<file path="config.mk">
export PLATFORM = sky130hd
export DESIGN_NAME = approx_accum_stage
export DESIGN_NICKNAME = d
export VERILOG_FILES = /design/src/rtl/approx_pkg.sv /design/src/rtl/approx_lp_add.sv /design/src/rtl/approx_accum_stage.sv
export SDC_FILE = /design/constraint.sdc
export NUM_CORES = 1
export LEC_CHECK = 0
export CAP_MARGIN = 20
export CELL_PAD_IN_SITES_DETAIL_PLACEMENT = 0
export CELL_PAD_IN_SITES_GLOBAL_PLACEMENT = 1
export CORE_MARGIN = 4
export CORE_UTILIZATION = 42
export CTS_BUF_LIST = sky130_fd_sc_hd__clkbuf_8
export DETAILED_ROUTE_END_ITERATION = 8
export HOLD_SLACK_MARGIN = 0.03
export PLACE_DENSITY_LB_ADDON = 0.2
export SLEW_MARGIN = 10
export SYNTH_ARGS = -nofsm -noshare
export SYNTH_HDL_FRONTEND = slang
export SYNTH_SLANG_ARGS = --single-unit
</file>
<file path="constraint.sdc">
create_clock -name clk -period 3.4 [get_ports clk]
set_clock_uncertainty 0.05 [all_clocks]
set_input_delay 0.68 -clock clk [delete_from_list [all_inputs] [get_ports clk]]
set_output_delay 0.68 -clock clk [all_outputs]
set_load 0.02 [all_outputs]
</file>
<file path="src/rtl/approx_pkg.sv">
// Shared types and elaboration helpers for the approximate accumulation stage.
package approx_pkg;

  typedef enum logic [1:0] {
    IDLE = 2'd0,
    ACC  = 2'd1,
    DONE = 2'd2
  } state_t;

  function automatic int max_w(input int a, input int b);
    return (a > b) ? a : b;
  endfunction

  // Width of the OR-approximated lower part of the adder.
  function automatic int lp_bits(input int dw, input int pct);
    return dw / pct;
  endfunction

endpackage

</file>
<file path="src/rtl/approx_lp_add.sv">
// Combinational DW-bit adder: lower-part-OR approximation or exact add, returning {co, sum}.
module approx_lp_add #(
  parameter int DW        = 19,
  parameter int LP        = 4,
  parameter bit APPROX_EN = 1'b1
) (
  input  logic [DW-1:0] a,
  input  logic [DW-1:0] b,
  output logic [DW-1:0] sum,
  output logic          co
);

  generate
    if (APPROX_EN) begin : g_approx
      logic              cin;
      logic [DW-LP:0]    upper;

      // The top bits of the OR part feed a speculative carry into the exact upper adder.
      assign cin   = a[LP-1] & b[LP-1];
      assign upper = {1'b0, a[DW-1:LP]} + {1'b0, b[DW-1:LP]} + {{(DW-LP){1'b0}}, cin};
      assign sum   = {upper[DW-LP-1:0], a[LP-1:0] | b[LP-1:0]};
      assign co    = upper[DW-LP];
    end else begin : g_exact
      logic [DW:0] full;

      assign full = {1'b0, a} + {1'b0, b};
      assign sum  = full[DW-1:0];
      assign co   = full[DW];
    end
  endgenerate

endmodule

</file>
<file path="src/rtl/approx_accum_stage.sv">
// Accumulates cfg_len unsigned products with an (optionally approximate) adder and
// returns the sum over a valid/ready handshake.
module approx_accum_stage
  import approx_pkg::*;
#(
  parameter int DW_a       = 16,
  parameter int DW_b       = 19,
  parameter int DW_c       = max_w(DW_a, DW_b),
  parameter int percentage = 4,
  parameter int CW         = 8,
  parameter bit APPROX_EN  = 1'b1
) (
  input  logic            clk,
  input  logic            rst,
  input  logic            start,
  input  logic [CW-1:0]   cfg_len,
  input  logic            in_valid,
  output logic            in_ready,
  input  logic [DW_a-1:0] in_data,
  output logic            out_valid,
  input  logic            out_ready,
  output logic [DW_c-1:0] out_data,
  output logic            out_ovf,
  output logic            busy
);

  localparam int LP = lp_bits(DW_c, percentage);

  state_t          state;
  logic [DW_c-1:0] acc;
  logic [DW_c-1:0] in_ext;
  logic [DW_c-1:0] sum;
  logic            co;
  logic [CW-1:0]   len;
  logic [CW-1:0]   cnt;
  logic            ovf;

  assign in_ext = DW_c'(in_data);

  approx_lp_add #(
    .DW        (DW_c),
    .LP        (LP),
    .APPROX_EN (APPROX_EN)
  ) u_add (
    .a   (acc),
    .b   (in_ext),
    .sum (sum),
    .co  (co)
  );

  // in_ready/out_valid/busy are registered alongside the state so they always match it.
  always_ff @(posedge clk) begin
    if (rst) begin
      state     <= IDLE;
      acc       <= '0;
      len       <= '0;
      cnt       <= '0;
      ovf       <= 1'b0;
      in_ready  <= 1'b0;
      out_valid <= 1'b0;
      out_data  <= '0;
      out_ovf   <= 1'b0;
      busy      <= 1'b0;
    end else begin
      case (state)
        IDLE: begin
          if (start && cfg_len != '0) begin
            len      <= cfg_len;
            acc      <= '0;
            cnt      <= '0;
            ovf      <= 1'b0;
            in_ready <= 1'b1;
            busy     <= 1'b1;
            state    <= ACC;
          end
        end
        ACC: begin
          if (in_valid) begin
            acc <= sum;
            ovf <= ovf | co;
            cnt <= cnt + CW'(1);
            // Result is taken straight from the adder so it appears one cycle after the last accept.
            if (cnt == len - CW'(1)) begin
              in_ready  <= 1'b0;
              out_valid <= 1'b1;
              out_data  <= sum;
              out_ovf   <= ovf | co;
              state     <= DONE;
            end
          end
        end
        DONE: begin
          if (out_ready) begin
            out_valid <= 1'b0;
            busy      <= 1'b0;
            state     <= IDLE;
          end
        end
        default: begin
          in_ready  <= 1'b0;
          out_valid <= 1'b0;
          busy      <= 1'b0;
          state     <= IDLE;
        end
      endcase
    end
  end

endmodule

</file>
==> run_results.csv, run 1 <==
group,metric,value,unit
power,switchingPower,455.5,µW
sta,fin_ws,258.3,ps
drt,drc,0,
clocking,root_buffer,"clkbuf_8",
finish,mostFrequentLayoutCells,"61 x dfxtp_1, 55 x nor2_1, 50 x clkdlybuf4s50_1",
yosys,yosysTopAreaCellShare,0.3566,
grt,gr-max-usage-layer,"met2",
floorplan,coreArea,7807,µm²
yosys,syn_inst,418,
grt,met3_usage,0.05429,
clocking,clockBufferDepth,2,
sta,period_needed,3142,ps
clocking,postCtsHoldBufs,0,
placement,dp_hpwl,6143,µm
worst_setup_path,cp_slowest_stage_delay,470,ps
power,power_frac_seq,0.481,
worst_setup_path,required,3570,ps
drt,viasPerCell,5.354,
yosys,ys_ff_latch,61,
yosys,syn_area,3425,µm²
yosys,synth_edf_count,0,
worst_setup_path,path_cells,"clkdlybuf4s50_1 > inv_1 > fa_1 > fa_1 > nor2b_1 > o31a_1 > o2111a_1 > nor2_1 > nor3_1 > mux2_1",
yosys,synth_compound_area_frac,0.1991,
sta,fin_crit_sh,0.9240,
grt,grt_usage,0.1771,
floorplan,die_h,98.30,µm
clocking,numCtsBuffers,9,
finish,area_delta_synth_final,22.32,%
finish,nNetsFinal,513,
floorplan,initial_core_util,0.4386,
worst_setup_path,start_kind,"input pin",
placement,pre_cts_slack,-88.56,ps
worst_setup_path,end_kind,"flop",
power,comb_power_share,0.161,
placement,gp_congestion,0.8320,
finish,multiInputGateArea,2033,µm²
sta,worst_slew_pin_slew,929.5,ps
yosys,synth_cell_types,56,
sta,fmax,318.3,MHz
clocking,cts_resized,0,
grt,grt_max_degree,33,
sta,setup_viol,0,
power,ir_worst_vdd,0.2107,mV
yosys,yosysSeqAreaShare,0.3566,
yosys,muxShareOfSynthArea,0.03288,
yosys,synth_fp_nets,462,
finish,fill_cells,773,
drt,ant_nets,0,
clocking,clock_sinks,61,
worst_setup_path,critPathSlowestCell,"fa_1",
clocking,post-cts-setup-buffers,0,
clocking,clk_latency,340,ps
run_status,status,"finished, final reports clean",
sta,hold_ws,414.0,ps
grt,grt_use_met1,0.2320,
floorplan,die_width,98.30,µm
placement,portBuffers,51,
yosys,synth.top_cells.by_area,"dfxtp_1 36%, nor2_1 6.0%, a21oi_1 6.0%, ha_1 4.7%, nand3_1 3.5%",
drt,routed_wl,8439,µm
grt,grt_pass1_vias,2916,
yosys,async_reset_ff_frac,0,
worst_setup_path,crit_top_cell,"fa_1",
drt,wl_per_cell,14.65,µm
grt,antenna_found_initial,0,
floorplan,die-area,9662,µm²
clocking,cts_tree,"built",
power,powerDensity,370.9,nW/µm²
yosys,yosys.area_share.simple,0.2590,
sta,timing.final.hold_violations,0,
sta,slew_headroom,0.3803,
yosys,synth_xor_area_frac,0.04348,
finish,drive_gt1_frac,0.09916,
grt,overflow,0,
yosys,synthAdderAreaFrac,0.05919,
power,clockPowerShare,0.358,
yosys,synth_top_family_by_area,"simple AND/OR/NAND/NOR gates",
sta,fin_tns_setup,0,ps
drt,drt_pass1_iterations,4,
drt,vias,3084,
worst_setup_path,critPathMaxFanout,5,
floorplan,io_pins,52,
finish,final_common_cell,"dfxtp_1",
drt,drt_iter0_drc,130,
yosys,yosysTopAreaCell,"dfxtp_1",
sta,maxSlewViolCount,0,
power,p_sw_frac,0.2932,
run,maxCapViolCount,0,
power,p_int,1098,µW
floorplan,rows,32,
hold_path,min_path_type,"reg -> reg",
power,p_leak,0.001608,µW
worst_setup_path,arrival,3310,ps
sta,rsz0062_at_grt,"false",
clocking,path_clk_slew,70,ps
yosys,yosysWarnings,0,
finish,diodes,0,
worst_setup_path,critPathKind,"in -> reg",
finish,final-seq-area,1221,µm²
grt,met2_usage,0.2845,
yosys,syn_avg_cell_area,8.193,µm²
yosys,synth_flop_cell,"dfxtp_1",
power,power.total,1554,µW
clocking,cts-htree-levels,3,
grt,grt_pass1_wl,13970,µm
## synthesized netlist by cell type, types with 7 or more instances
library cell  count
a31oi_1           7
and3_1            8
nor3_1            9
nor2_1           55
xnor2_1           9
o21ai_1           7
inv_1            11
a21oi_1          41
nand2_1          31
ha_1             13
nand2b_1         11
dfxtp_1          61
clkbuf_1         13
xor2_1            8
nand3_1          24
o21ai_0          10
mux2i_1           9
## worst max-delay path, delay by kind of cell
kind                       cells  cell delay [ps]
adders and majority gates      2              890
AOI/OAI and AO/OA              2              510
buffers and inverters          2              500
and+or+nand+nor                3              400
muxes                          1              340
## state kept, by name (all words and copies together) (netlist names)
register	count
acc	19
busy	1
cnt	8
in_ready	1
len	8
out_data	19
out_ovf	1
out_valid	1
ovf	1
state	2
## worst paths after layout
check / startpoint / slack [ps] / cells past startpoint / endpoint
hold / removal: busy / 410 / 2 / busy
hold reg to reg: busy / 410 / 2 / busy
setup reg to reg: acc[3] / 710 / 9 / acc[18]
setup / recovery: in_data[4] / 260 / 10 / acc[18]
## per-layer routing
layer	share of wire	vias up
met5	0	-
met4	0.0078	0
met3	0.044	6
met2	0.45	53
met1	0.50	1442
li1	-	1583
## through the flow
| stage | util | instances | area (µm²) |
|---|---|---|---|
| after floorplan | - | 418 | 3425 |
| after global placement | 0.5152 | 560 | 4023 |
| after detailed placement | 0.5152 | 560 | 4023 |
| after CTS | 0.5365 | 576 | 4189 |
| after global routing | 0.5365 | 576 | 4189 |
| final | 0.5365 | 576 | 4189 |
## power groups by stage
stage	Sequential [µW]	Clock (µW)	Combinational, µW
after detailed placement	763	0	250
after global placement	763	0	246
after global routing	749	614	280
final	747	556	251
after CTS	747	576	252
after floorplan	760	0	167
## cell type report
| cell class | count | area share |
|---|---|---|
| inverters | 12 | 0.01075 |
| well taps | 102 | 0.03047 |
| repair buffers | 63 | 0.1422 |
| clock buffers | 9 | 0.02957 |
| clock inverters | 7 | 0.01016 |
| flip-flops and latches | 61 | 0.2915 |
| multi-input cells | 322 | 0.4854 |
## logic make-up after synthesis
| family | count (synthesis) |
|---|---|
| XOR/XNOR | 17 |
| adder cells (fa/ha/maj) | 15 |
| buffers and inverters | 35 |
| flip-flops | 61 |
| AO/OA/AOI/OAI | 104 |
| AND/OR/NAND/NOR | 175 |
| multiplexers | 11 |
(Power assumes the default switching activity.)
==> run 2, diff against run 1 <==
Settings changed: CORE_UTILIZATION 42 to 36.
==> run_results.csv, run 2 (synthesis gave the netlist of run 1 again) <==
group,metric,value,unit
run_status,status,"finished, final reports clean",
finish,multiInputGateArea,2033,µm²
grt,met3_usage,0.04409,
clocking,path_clk_slew,80,ps
finish,diodes,0,
sta,period_needed,3088,ps
power,switchingPower,468.0,µW
drt,drt_iter0_drc,115,
worst_setup_path,reg2reg_slack,780,ps
finish,final_common_cell,"dfxtp_1",
worst_setup_path,start_kind,"input pin",
drt,drc,0,
placement,place_area,4061,µm²
floorplan,die_width,105.5,µm
finish,fill_cells,910,
placement,dp_hpwl,6140,µm
sta,setup_viol,0,
placement,pre_cts_slack,-58.72,ps
grt,grt_use_met1,0.2099,
sta,fin_ws,312.0,ps
clocking,post-cts-setup-buffers,0,
power,p_leak,0.001654,µW
grt,grt_usage,0.1573,
drt,drt_pass1_iterations,4,
drt,wl_per_cell,14.17,µm
finish,area_delta_synth_final,26.01,%
power,power.total,1821,µW
sta,slew_headroom,0.3487,
drt,vias,3074,
grt,antenna_found_initial,0,
clocking,cts_tree,"built",
finish,final-seq-area,1221,µm²
drt,ant_nets,0,
sta,fmax,323.8,MHz
clocking,clk_latency,340,ps
clocking,numCtsBuffers,9,
worst_setup_path,critPathMaxFanout,4,
power,powerDensity,421.9,nW/µm²
clocking,root_buffer,"clkbuf_8",
finish,drive_gt1_frac,0.09725,
power,ir_worst_vdd,0.2843,mV
sta,timing.final.hold_violations,0,
power,power_frac_seq,0.410,
power,p_int,1353,µW
grt,grt_pass1_wl,14430,µm
grt,grt_pass1_vias,2992,
sta,worst_slew_pin_slew,976.9,ps
worst_setup_path,r2r_start,"acc[3]",
floorplan,initial_core_util,0.3706,
finish,utilization,0.4670,
worst_setup_path,arrival,3270,ps
grt,met2_usage,0.2486,
floorplan,die_h,105.5,µm
worst_setup_path,required,3580,ps
finish,final_area,4315,µm²
finish,largest_registers,"acc: 19 flops, out_data: 19 flops",
hold_path,hp-start,"acc[6]",
floorplan,coreArea,9240,µm²
placement,gp_congestion,0.8662,
sta,rsz0062_at_grt,"false",
clocking,clock_sinks,61,
power,p_sw_frac,0.2570,
sta,fin_crit_sh,0.9082,
sta,maxSlewViolCount,0,
drt,viasPerCell,5.106,
worst_setup_path,reg2regPathDepth,9,
worst_setup_path,rr_endpoint,"acc[18]",
worst_setup_path,end_kind,"flop",
clocking,cts_resized,0,
power,comb_power_share,0.136,
worst_setup_path,critPathKind,"in -> reg",
finish,mostFrequentLayoutCells,"61 x dfxtp_1, 55 x nor2_1, 50 x clkdlybuf4s50_1",
finish,nNetsFinal,512,
clocking,postCtsHoldBufs,0,
grt,grt_max_degree,32,
clocking,clockBufferDepth,2,
run,maxCapViolCount,0,
grt,overflow,0,
placement,portBuffers,51,
floorplan,rows,35,
floorplan,io_pins,52,
power,clockPowerShare,0.454,
drt,routed_wl,8530,µm
worst_setup_path,crit_start,"in_data[4]",
hold_path,min_path_type,"reg -> reg",
grt,gr-max-usage-layer,"met2",
floorplan,die-area,11140,µm²
worst_setup_path,crit_path_end,"acc[18]",
clocking,cts-htree-levels,3,
==> run 2: changes by cell type in the layout (fill, tap and decap cells not counted), sizes merged <==
| cell | previous run | this run |
|---|---|---|
| buf | 13 | 12 |
| bufinv | 0 | 3 |
| clkbuf | 9 | 10 |
| clkinv | 5 | 1 |
| clkinvlp | 3 | 0 |
| inv | 11 | 14 |
==> run 2: worst max-delay path: stages <==
cell             delay [ps]
clkdlybuf4s50_1         450
inv_1                    50
fa_1                    440
fa_1                    400
nor2b_1                 170
o31a_1                  240
o2111a_1                250
nor2_1                   60
nor3_1                  190
mux2_1                  340
==> run 2: how the worst min path moves through the flow <==
stage             end  slack (ps)  cells past startpoint
2_1_floorplan  acc[6]         390                      2
3_3_place_gp     busy         390                      2
3_5_place_dp   acc[8]         400                      2
4_1_cts          busy         410                      2
5_1_grt        acc[8]         430                      2
6_report       acc[6]         410                      2
==> run 2: routing by layer <==
| layer | share of wire | up-vias |
|---|---|---|
| li1 | - | 1581 |
| met1 | 0.49 | 1426 |
| met2 | 0.45 | 60 |
| met3 | 0.054 | 7 |
| met4 | 0.0074 | 0 |
| met5 | 0 | - |
==> run 2: final cells by class <==
type,instances,area share
clock buffers,10,0.03189
inverters,12,0.01044
well taps,129,0.03740
clock inverters,6,0.02696
multi-input cells,322,0.4712
repair buffers,62,0.1392
flip-flops and latches,61,0.2830
==> run 2: power groups by stage <==
stage	registers, µW	logic [µW]	clock network (µW)
after floorplan	760	167	0
after global placement	763	248	0
after detailed placement	763	248	0
after CTS	747	251	847
after global routing	749	279	875
final	747	248	826
==> run 2: metrics by stage <==
step | hold WS, ps | cells | setup TNS, ps
2_1_floorplan | 385.6 | 418 | 0
3_3_place_gp | 392.9 | 586 | -13.47
3_5_place_dp | 402.1 | 586 | -58.72
4_1_cts | 414.9 | 602 | 0
5_1_grt | 432.7 | 602 | 0
6_report | 412.3 | 602 | 0
==> run 3, diff against run 2 <==
Settings changed: CTS_BUF_LIST sky130_fd_sc_hd__clkbuf_8 to unset.
==> results of run 3 <==
The final DEF is identical to that of run 2; final timing and power are the same.
